===== src/rtl/lbus_if.sv =====
`default_nettype none
// ============================================================================
// Module      : lbus_if
// Description : Host command/response channel plus shared local-bus signals.
// Revision    : 1.0 - initial release
// ============================================================================
interface lbus_if;
  logic        cmd_valid;
  logic        cmd_ready;
  logic        cmd_write;
  logic [7:0]  cmd_addr;
  logic [31:0] cmd_wdata;
  logic        rsp_valid;
  logic        rsp_ready;
  logic [31:0] rsp_rdata;
  logic        rsp_err;
  logic [7:0]  Address;
  logic [31:0] DataOut;
  logic [31:0] DataIn;
  logic        Read;
  logic        Write;
  logic        ack;
  logic [7:0]  err_count;

  modport master (
    input  cmd_valid, cmd_write, cmd_addr, cmd_wdata, rsp_ready, DataIn, ack,
    output cmd_ready, rsp_valid, rsp_rdata, rsp_err, Address, DataOut,
           Read, Write, err_count
  );

  modport slave (
    output cmd_valid, cmd_write, cmd_addr, cmd_wdata, rsp_ready, DataIn, ack,
    input  cmd_ready, rsp_valid, rsp_rdata, rsp_err, Address, DataOut,
           Read, Write, err_count
  );
endinterface
`default_nettype wire


===== src/rtl/lbus_master.sv =====
`default_nettype none
// ============================================================================
// Module      : lbus_master
// Description : Single-outstanding local-bus initiator (SETUP/STROBE/HOLD/RESP).
// Revision    : 1.0 - initial release
// ============================================================================
module lbus_master #(
  parameter int STROBE_LEN = 2,
  parameter int ACK_EN     = 0,
  parameter int TIMEOUT    = 16
) (
  input logic    clk,
  input logic    rst,
  lbus_if.master bus
);
  localparam int c_CW       = (ACK_EN != 0) ? 8 : 4;
  localparam int c_LAST_INT = ((ACK_EN != 0) ? TIMEOUT : STROBE_LEN) - 1;
  localparam logic [c_CW-1:0] c_LAST = c_CW'(c_LAST_INT);

  typedef enum logic [2:0] {
    S_IDLE   = 3'd0,
    S_SETUP  = 3'd1,
    S_STROBE = 3'd2,
    S_HOLD   = 3'd3,
    S_RESP   = 3'd4
  } state_t;

  state_t           r_state;
  state_t           w_next;
  logic             r_write;
  logic [7:0]       r_addr;
  logic [31:0]      r_wdata;
  logic [31:0]      r_rdata;
  logic             r_err;
  logic [c_CW-1:0]  r_cnt;
  logic [7:0]       r_err_count;
  logic             w_strobe_end;
  logic             w_timeout;

  // Strobe termination: ack wins over a timeout landing on the same edge
  always_comb begin
    w_strobe_end = 1'b0;
    w_timeout    = 1'b0;
    if (r_state == S_STROBE) begin
      if (ACK_EN != 0) begin
        if (bus.ack) begin
          w_strobe_end = 1'b1;
        end else if (r_cnt == c_LAST) begin
          w_strobe_end = 1'b1;
          w_timeout    = 1'b1;
        end
      end else if (r_cnt == c_LAST) begin
        w_strobe_end = 1'b1;
      end
    end
  end

  always_ff @(posedge clk or posedge rst) begin
    if (rst) begin
      r_state <= S_IDLE;
    end else begin
      r_state <= w_next;
    end
  end

  always_comb begin
    w_next        = r_state;
    bus.cmd_ready = 1'b0;
    bus.rsp_valid = 1'b0;
    bus.Read      = 1'b0;
    bus.Write     = 1'b0;
    bus.Address   = 8'h00;
    bus.DataOut   = 32'h0;
    case (r_state)
      S_IDLE: begin
        bus.cmd_ready = ~rst;
        if (bus.cmd_valid) w_next = S_SETUP;
      end
      S_SETUP: begin
        bus.Address = r_addr;
        bus.DataOut = r_wdata;
        w_next      = S_STROBE;
      end
      S_STROBE: begin
        bus.Address = r_addr;
        bus.DataOut = r_wdata;
        bus.Read    = ~r_write;
        bus.Write   = r_write;
        if (w_strobe_end) w_next = S_HOLD;
      end
      S_HOLD: begin
        bus.Address = r_addr;
        bus.DataOut = r_wdata;
        w_next      = S_RESP;
      end
      S_RESP: begin
        bus.rsp_valid = 1'b1;
        if (bus.rsp_ready) w_next = S_IDLE;
      end
      default: w_next = S_IDLE;
    endcase
  end

  always_ff @(posedge clk or posedge rst) begin
    if (rst) begin
      r_write     <= 1'b0;
      r_addr      <= 8'h00;
      r_wdata     <= 32'h0;
      r_rdata     <= 32'h0;
      r_err       <= 1'b0;
      r_cnt       <= '0;
      r_err_count <= 8'h00;
    end else begin
      if (r_state == S_IDLE && bus.cmd_valid) begin
        r_write <= bus.cmd_write;
        r_addr  <= bus.cmd_addr;
        // Reads put zero on the write-data bus for their whole cycle
        r_wdata <= bus.cmd_write ? bus.cmd_wdata : 32'h0;
      end
      if (r_state == S_SETUP) begin
        r_cnt <= '0;
      end else if (r_state == S_STROBE) begin
        r_cnt <= r_cnt + 1'b1;
      end
      if (w_strobe_end) begin
        r_rdata <= (!r_write && !w_timeout) ? bus.DataIn : 32'h0;
        r_err   <= w_timeout;
        if (w_timeout && r_err_count != 8'hFF) begin
          r_err_count <= r_err_count + 8'd1;
        end
      end
    end
  end

  assign bus.rsp_rdata = r_rdata;
  assign bus.rsp_err   = r_err;
  assign bus.err_count = r_err_count;

endmodule
`default_nettype wire


===== src/flat_wrapper.sv =====
// flat-port wrapper written by rule: the top's interface ports become plain ports
module lbus_master_flat 
#(
  parameter int STROBE_LEN = 2,
  parameter int ACK_EN     = 0,
  parameter int TIMEOUT    = 16
)
  (clk, rst, bus_cmd_valid, bus_cmd_write, bus_cmd_addr, bus_cmd_wdata, bus_rsp_ready, bus_DataIn, bus_ack, bus_cmd_ready, bus_rsp_valid, bus_rsp_rdata, bus_rsp_err, bus_Address, bus_DataOut, bus_Read, bus_Write, bus_err_count);
  lbus_if bus_i ();
  input logic clk;
  input logic rst;
  input wire logic [$bits(bus_i.cmd_valid)-1:0] bus_cmd_valid;
  input wire logic [$bits(bus_i.cmd_write)-1:0] bus_cmd_write;
  input wire logic [$bits(bus_i.cmd_addr)-1:0] bus_cmd_addr;
  input wire logic [$bits(bus_i.cmd_wdata)-1:0] bus_cmd_wdata;
  input wire logic [$bits(bus_i.rsp_ready)-1:0] bus_rsp_ready;
  input wire logic [$bits(bus_i.DataIn)-1:0] bus_DataIn;
  input wire logic [$bits(bus_i.ack)-1:0] bus_ack;
  output wire logic [$bits(bus_i.cmd_ready)-1:0] bus_cmd_ready;
  output wire logic [$bits(bus_i.rsp_valid)-1:0] bus_rsp_valid;
  output wire logic [$bits(bus_i.rsp_rdata)-1:0] bus_rsp_rdata;
  output wire logic [$bits(bus_i.rsp_err)-1:0] bus_rsp_err;
  output wire logic [$bits(bus_i.Address)-1:0] bus_Address;
  output wire logic [$bits(bus_i.DataOut)-1:0] bus_DataOut;
  output wire logic [$bits(bus_i.Read)-1:0] bus_Read;
  output wire logic [$bits(bus_i.Write)-1:0] bus_Write;
  output wire logic [$bits(bus_i.err_count)-1:0] bus_err_count;
  assign bus_i.cmd_valid = bus_cmd_valid;
  assign bus_i.cmd_write = bus_cmd_write;
  assign bus_i.cmd_addr = bus_cmd_addr;
  assign bus_i.cmd_wdata = bus_cmd_wdata;
  assign bus_i.rsp_ready = bus_rsp_ready;
  assign bus_i.DataIn = bus_DataIn;
  assign bus_i.ack = bus_ack;
  assign bus_cmd_ready = bus_i.cmd_ready;
  assign bus_rsp_valid = bus_i.rsp_valid;
  assign bus_rsp_rdata = bus_i.rsp_rdata;
  assign bus_rsp_err = bus_i.rsp_err;
  assign bus_Address = bus_i.Address;
  assign bus_DataOut = bus_i.DataOut;
  assign bus_Read = bus_i.Read;
  assign bus_Write = bus_i.Write;
  assign bus_err_count = bus_i.err_count;
  lbus_master #(.STROBE_LEN(STROBE_LEN), .ACK_EN(ACK_EN), .TIMEOUT(TIMEOUT)) u_core (.clk(clk), .rst(rst), .bus(bus_i));
endmodule

===== config.mk =====
export PLATFORM = sky130hd
export DESIGN_NAME = lbus_master_flat
export DESIGN_NICKNAME = d
export VERILOG_FILES = /design/src/rtl/lbus_if.sv /design/src/rtl/lbus_master.sv /design/src/flat_wrapper.sv
export SDC_FILE = /design/constraint.sdc
export NUM_CORES = 1
export LEC_CHECK = 0
export BUFFER_PORTS_ARGS = -buffer_cell sky130_fd_sc_hd__buf_2
export CAP_MARGIN = 20
export CORE_ASPECT_RATIO = 1.2
export CORE_MARGIN = 5
export CORE_UTILIZATION = 48
export DETAILED_ROUTE_END_ITERATION = 10
export GPL_TIMING_DRIVEN = 0
export PLACE_DENSITY = 0.81
export SYNTH_ARGS = -nofsm -noshare
export SYNTH_HDL_FRONTEND = slang
export SYNTH_SLANG_ARGS = --single-unit

===== constraint.sdc =====
create_clock -name clk -period 3.1 [get_ports clk]
set_input_delay 0.775 -clock clk [delete_from_list [all_inputs] [get_ports clk]]
set_output_delay 0.775 -clock clk [all_outputs]
set_load 0.02 [all_outputs]

# Yosys cells after proc, flatten, opt, wreduce, memory -nomap -nowiden
# Index checks and enable logic that the tools add are counted.
[op_classes]
n_addsub = 1
eq_ne = 8
n_mux = 16
bitwise_logic = 2
reduce_logical = 5
[op_table]
columns = ["cell", "count"]
rows = [
  ["32-bit 2-to-1 mux", 3],
  ["3-bit case mux with 5 select lines", 1],
  ["3-bit 2-to-1 mux", 3],
  ["4-bit 2-to-1 mux", 2],
  ["8-bit 2-to-1 mux", 1],
  ["3-bit by 2-bit equality test with 1-bit output, second input constant", 2],
  ["1-bit 2-to-1 mux", 6],
  ["4-bit by 1-bit adder with 4-bit output, second input constant", 1],
  ["4-bit by 1-bit equality test with 1-bit output, second input constant", 1],
  ["2-bit != test, second input constant", 2],
  ["3-bit by 1-bit equality test with 1-bit output, second input constant", 1],
  ["3-bit equality test, second input constant", 1],
  ["3-bit zero test", 1],
  ["3-bit AND reduction", 1],
  ["3-bit OR reduction", 1],
  ["2-bit by 1-bit != test with 1-bit output, second input constant", 1],
  ["1-bit inverter", 2],
  ["2-bit nonzero test", 1],
  ["1-bit logical AND", 1],
]
[word_totals]
ff_bits = 80
inputBits = 78
output_inout_bits = 85
wordCells = 38

# Longest topological paths before layout
# Gate-level depths: netlist (run 1).
[logic_depth]
word_depth = 5
depth_mapped = 6
depth_no_buf = 5

# Worst setup path after synthesis (run 1)
# OpenSTA, ideal clock, no wires.
[synth_path]
path_type = "register -> output"
from = "register u_core.r_state[1]"
to = "output bus_Read"
t_arrival_ps = 1519
t_required_ps = 2325
setup_slack_ps = 806
path_stages_with_launch = 4
n_path_buf = 1
path_cell_list = "dfrtp_1 buf_1 inv_1 nor4_1"
[synth_between]
elab_chain_cells = 2
[synth_rtl]
columns = ["element", "line", "rtl"]
rows = [
  ["from (decl)", "lbus_master.sv:28", "state_t r_state;"],
  ["from (signal assigned)", "lbus_master.sv:62", "r_state <= w_next;"],
  ["3-bit by 2-bit equality test with 1-bit output", "lbus_master.sv:74", "case (r_state)"],
  ["1-bit 2-to-1 mux", "lbus_master.sv:74", ""],
  ["to (decl)", "flat_wrapper.sv:25", "output wire logic [$bits(bus_i.Read)-1:0] bus_Read;"],
]
# Every way passes these cells.

# Worst setup path in the final report (run 1)
# Same ends and word-level chain as after synthesis.

==> impl_metrics.ini, run 1 <==
[run_status]
outcome = completed

[pwr]
ir_drop_mv = 0.6481
p_leak_nw = 2.615
power.density_nw_per_um2 = 1042

[synth]
seq_area_frac_synth_pct = 52.95
synth_top_area_share_pct = 52.95
synth_most_common_cell = dfrtp_1
synthDistinctLibCells = 30
synth-edff-count = 0
synth_commonest_cells = dfrtp_1 (80), nand2_1 (67), and2_1 (40), o21ai_0 (39), mux2_2 (35)
ys.flop_type = dfrtp_1
yosys.area.top_type = dfrtp_1
ys_seq_elements = 80
avgSynthCellArea_um2 = 10.30
synthArstFlopShare_pct = 100.0
netlist_area_um2 = 3781
ys_top_cells_by_area = dfrtp_1 (53%), mux2_2 (10%), nand2_1 (6.7%)
synth_cells = 367
ys_warn_count = 0

[global_route]
grt_max_degree = 45
grt_pass1_vias = 3145
grt_pass1_wl_um = 14850
grt-ovfl-total = 0
antenna_found_initial = 0
grt_usage_pct = 18.57

[sta]
min_period_ns = 2.668
setup_viol = 0
setup_ws_ns = 0.4324
tns_ns = 0
fmax_ghz = 0.3749
fin_crit_sh_pct = 86.05
slew_viol_final = 0
hold_viol_final = 0
fin_skew_ns = 0.01242
rsz0062_at_grt = no

[cts]
htreeDepth = 3
cts_tree = built
cts_resized = 0
cts_made_buffers = 9
cts_max_path_buffers = 2
cts.clk_slew.worst_paths_ns = 0.09
cts.sinks = 80
postCtsSetupRepairBufs = 0
clk_latency_ns = 0.35
cts_hold_buf = 0
cts_root_buf = clkbuf_8

[drt]
via_per_inst = 4.849
first_pass_iters = 4
wl_per_cell_um = 14.09
num_vias = 3079
wirelength_um = 8946
detail_route.iter0.violations = 78
drc_errors = 0
drtAntennaViolNets = 0

[cells_and_area]
regArea_um2 = 2002
antennaDiodeCount = 0
syn_to_final_growth_pct = 30.51
drive_gt1_share_pct = 41.44
n_fill_cell = 637
nets = 618
multi_input_area_um2 = 1607

[placement]
post-place-ws_ns = 0.8239
io_buffers = 151
hpwlAfterDp_um = 6946
routabilityCongestion = 0.8470

[floorplan]
initial_core_util_pct = 49.06
num_rows = 35
fp.dieArea_um2 = 9760
core_um2 = 7707
die_h_um = 107.2
dieWidth_um = 91.02
io_pins = 163

[flow_run]
cap_violations = 0

[worst_setup_path]
worstPathRequired_ns = 2.32
crit_arrival_ns = 1.89
crit_type = reg -> out
path_max_fanout = 10
startpoint_type = flip-flop
critPathCaptureType = primary output
reg2reg_depth = 6
r2r_setup_slack_ns = 1.26

[min_path]
hold_path_class = in -> async
[worst max-delay path, stage by stage, from the launching register on]
cell and delay, ns:
dfrtp_1 0.40, buf_1 0.39, inv_1 0.19, nor4_1 0.33
buf_2 0.24
[area by class of cell]
| type | instances | area share [%] |
|---|---|---|
| Sequential cell | 80 | 40.57 |
| Clock inverter | 6 | 1.876 |
| Tap cell | 92 | 2.333 |
| Timing Repair Buffer | 152 | 15.72 |
| Inverter | 4 | 0.3550 |
| Clock buffer | 10 | 2.789 |
| Multi-Input combinational cell | 256 | 32.56 |
| Buffer | 35 | 3.803 |
[cells in the final DEF, fill, tap and decap left out, types with 2 or more instances in the layout]
cell	n
clkbuf_1	19
a21oi_1	4
o21ai_0	39
buf_6	2
ha_1	2
dfrtp_1	80
buf_4	10
nor2b_1	32
clkbuf_8	10
and3_1	2
mux2_4	6
nor3b_1	3
nor2_1	4
nand2_1	67
nor3_1	2
inv_1	3
buf_2	154
bufinv_16	2
and2_1	40
clkinv_4	2
mux2_2	35
clkinvlp_4	2
nor4_1	2
conb_1	9
[per-layer routing]
metal / GRT usage (%) / vias up / part of all wire (%)
met5: 0 / - / 0
met4: 6.813 / 0 / 1.6
met3: 5.404 / 13 / 9.6
met2: 30.41 / 138 / 47
met1: 23.30 / 1406 / 42
li1: - / 1522 / -
[metrics by stage]
stage	hold WS [ns]	area (um^2)	power (mW)	std cells	utilization, %
floorplan	0.4418	3811	3.490	375	-
global placement	0.4536	4682	4.243	618	60.75
detailed placement	0.4619	4705	4.327	619	61.04
CTS	0.4579	4935	5.203	635	64.03
global route	0.4979	4935	5.513	635	64.03
finish	0.4556	4935	5.141	635	64.03
[power by group]
| group | total (mW) | switching [mW] | internal, mW |
|---|---|---|---|
| Clock | 0.865 | 0.387 | 0.478 |
| Sequential | 1.79 | 0.264 | 1.53 |
| Combinational | 2.48 | 1.49 | 0.999 |
| Total | 5.14 | 2.14 | 3.00 |
[sequential cells by signal (all words and copies together), names as in the netlist]
register              cells
u_core.r_write            1
u_core.r_addr             8
u_core.bus.rsp_rdata     32
u_core.r_cnt              4
u_core.r_wdata           32
u_core.r_state            3
[logic make-up (layout without fill, tap and decap cells)]
kind of cell | Yosys count | after routing | synth area share, %
buffers and inverters | 39 | 207 | 5.360
multiplexers | 42 | 42 | 13.07
adder cells (fa/ha/maj) | 2 | 2 | 0.6617
other | 1 | 9 | 0.09918
AND/OR/NAND/NOR | 156 | 156 | 21.31
XOR/XNOR | 1 | 1 | 0.2317
flip-flops | 80 | 80 | 52.95
AO/OA/AOI/OAI | 46 | 46 | 6.321
[final timing paths]
kind	start	end
setup / recovery	u_core.r_state[1]$_DFFE_PP0P_	bus_Read
hold / removal	rst	u_core.r_addr[3]$_DFFE_PP0P_
setup reg to reg	u_core.r_cnt[1]$_DFFE_PP0P_	u_core.bus.rsp_rdata[14]$_DFFE_PP0P_
hold reg to reg	u_core.r_wdata[31]$_DFFE_PP0P_	u_core.r_wdata[31]$_DFFE_PP0P_
max in group asynchronous	rst	u_core.bus.rsp_rdata[12]$_DFFE_PP0P_
min in group clk	u_core.r_wdata[31]$_DFFE_PP0P_	u_core.r_wdata[31]$_DFFE_PP0P_
Note: power is estimated with default switching activity, not from simulation.
==> run 2: changes to the inputs <==
- CORE_UTILIZATION: 48 -> 45
- PLACE_DENSITY: 0.81 -> 0.76
- REMOVE_ABC_BUFFERS: unset -> 1
==> run 2 against run 1 <==
Compared with the run above: register-to-register slack worse by 0.50 ns; first-iteration DRC count increased by 5.1%; final area decreased by 2.5%; clock power is 18% lower; combinational power down 4%; utilization decreased by 5.0 points; largest cell class unchanged; global-route usage fell by 1.9 points; critical path depth rose by 1; clock-buffer cell count increased by 4.
==> impl_metrics.ini, run 2 (synthesized netlist as in run 1, its figures left out) <==
[cells_and_area]
layout_commonest_cell = buf_2
drive_gt1_share_pct = 41.99
antennaDiodeCount = 0
syn_to_final_growth_pct = 27.27
final_cell_mix = buf_2 (152), dfrtp_1 (80), nand2_1 (67)
nets = 587

[global_route]
grt_max_degree = 53
antenna_found_initial = 0
grt_usage_pct = 16.67
grt_pass1_vias = 2950
grt_pass1_wl_um = 14030
grt-ovfl-total = 0

[drt]
drc_errors = 0
detail_route.iter0.violations = 82
drtAntennaViolNets = 0
first_pass_iters = 4
via_per_inst = 4.679
num_vias = 2929
wl_per_cell_um = 13.62
wirelength_um = 8523

[worst_setup_path]
r2r_setup_slack_ns = 0.76
worstPathRequired_ns = 2.32
crit_type = reg -> out
critPathCaptureType = primary output
startpoint_type = flip-flop
path_max_fanout = 30
crit_arrival_ns = 2.03

[cts]
cts_resized = 0
cts.sinks = 80
cts_made_buffers = 9
cts_root_buf = clkbuf_8
cts.clk_slew.worst_paths_ns = 0.08
clk_latency_ns = 0.34
cts_tree = built
htreeDepth = 3
postCtsSetupRepairBufs = 0
cts_max_path_buffers = 2
cts_hold_buf = 0

[min_path]
hold_path_class = in -> async

[sta]
slew_headroom_pct = 48.02
fmax_ghz = 0.3571
tns_ns = 0
setup_viol = 0
whs_ns = 0.4297
rsz0062_at_grt = no
hold_viol_final = 0
slew_viol_final = 0
worst_pin_slew_ns = 0.7788
min_period_ns = 2.800
fin_skew_ns = 0.006589
fin_crit_sh_pct = 90.33

[floorplan]
io_pins = 163
core_um2 = 8153
fp.dieArea_um2 = 10340
die_h_um = 110.4
num_rows = 36
dieWidth_um = 93.68
initial_core_util_pct = 46.38

[pwr]
power.density_nw_per_um2 = 1029
ir_drop_mv = 0.5275
p_leak_nw = 2.540

[placement]
routabilityCongestion = 0.7257
io_buffers = 152
hpwlAfterDp_um = 6154

[run_status]
outcome = completed

[flow_run]
cap_violations = 0
[run 2: worst paths after layout]
check	startpoint	to	depth (start not counted)
setup / recovery	u_core.r_state[0]$_DFFE_PP0P_	bus_DataOut[16]	5
hold / removal	rst	u_core.r_state[2]$_DFFE_PP0P_	2
setup reg to reg	u_core.r_state[0]$_DFFE_PP0P_	u_core.r_addr[1]$_DFFE_PP0P_	3
hold reg to reg	u_core.r_wdata[20]$_DFFE_PP0P_	u_core.r_wdata[20]$_DFFE_PP0P_	2
max in group asynchronous	rst	u_core.r_addr[4]$_DFFE_PP0P_	3
min in group clk	u_core.r_wdata[20]$_DFFE_PP0P_	u_core.r_wdata[20]$_DFFE_PP0P_	2
[run 2: stage by stage]
step | power (mW) | setup WS (ns) | std cells | area, um^2 | util [%]
CTS | 4.993 | 0.2524 | 625 | 4785 | 58.69
global route | 5.339 | 0.08814 | 626 | 4812 | 59.02
detailed placement | 4.264 | 0.5962 | 609 | 4599 | 56.42
floorplan | 3.390 | 0.2733 | 340 | 3623 | -
global placement | 4.119 | -0.6745 | 606 | 4527 | 55.52
finish | 4.953 | 0.2998 | 626 | 4812 | 59.02
[run 2: per-layer routing]
metal / global-route usage, % / vias to the layer above / wire [um]
met5: 0 / - / 0
met4: 5.780 / 0 / 118
met2: 26.24 / 109 / 4018
met3: 6.054 / 9 / 860
li1: - / 1452 / -
met1: 21.05 / 1359 / 3526
[run 2: worst max-delay path: stages (launching register included)]
cell	delay [ns]
dfrtp_1	0.65
nor2_1	0.15
nor2_2	0.33
buf_8	0.23
and2_1	0.15
buf_2	0.17
[run 2: cell type report]
class                      instances  area (um^2)
fill                             720         3341
sequential                        80         2002
multi-input combinational        256         1614
timing repair buffer             156        850.8
clock buffer                      14        172.7
tap                              114        142.6
inverter                           4        17.52
clock inverter                     2        12.51
[run 2: power breakdown]
group	leakage [nW]	switching (mW)	total [mW]	internal [mW]
Sequential	1.02	0.324	1.85	1.53
Combinational	1.43	1.38	2.39	1.01
Clock	0.0927	0.356	0.713	0.357
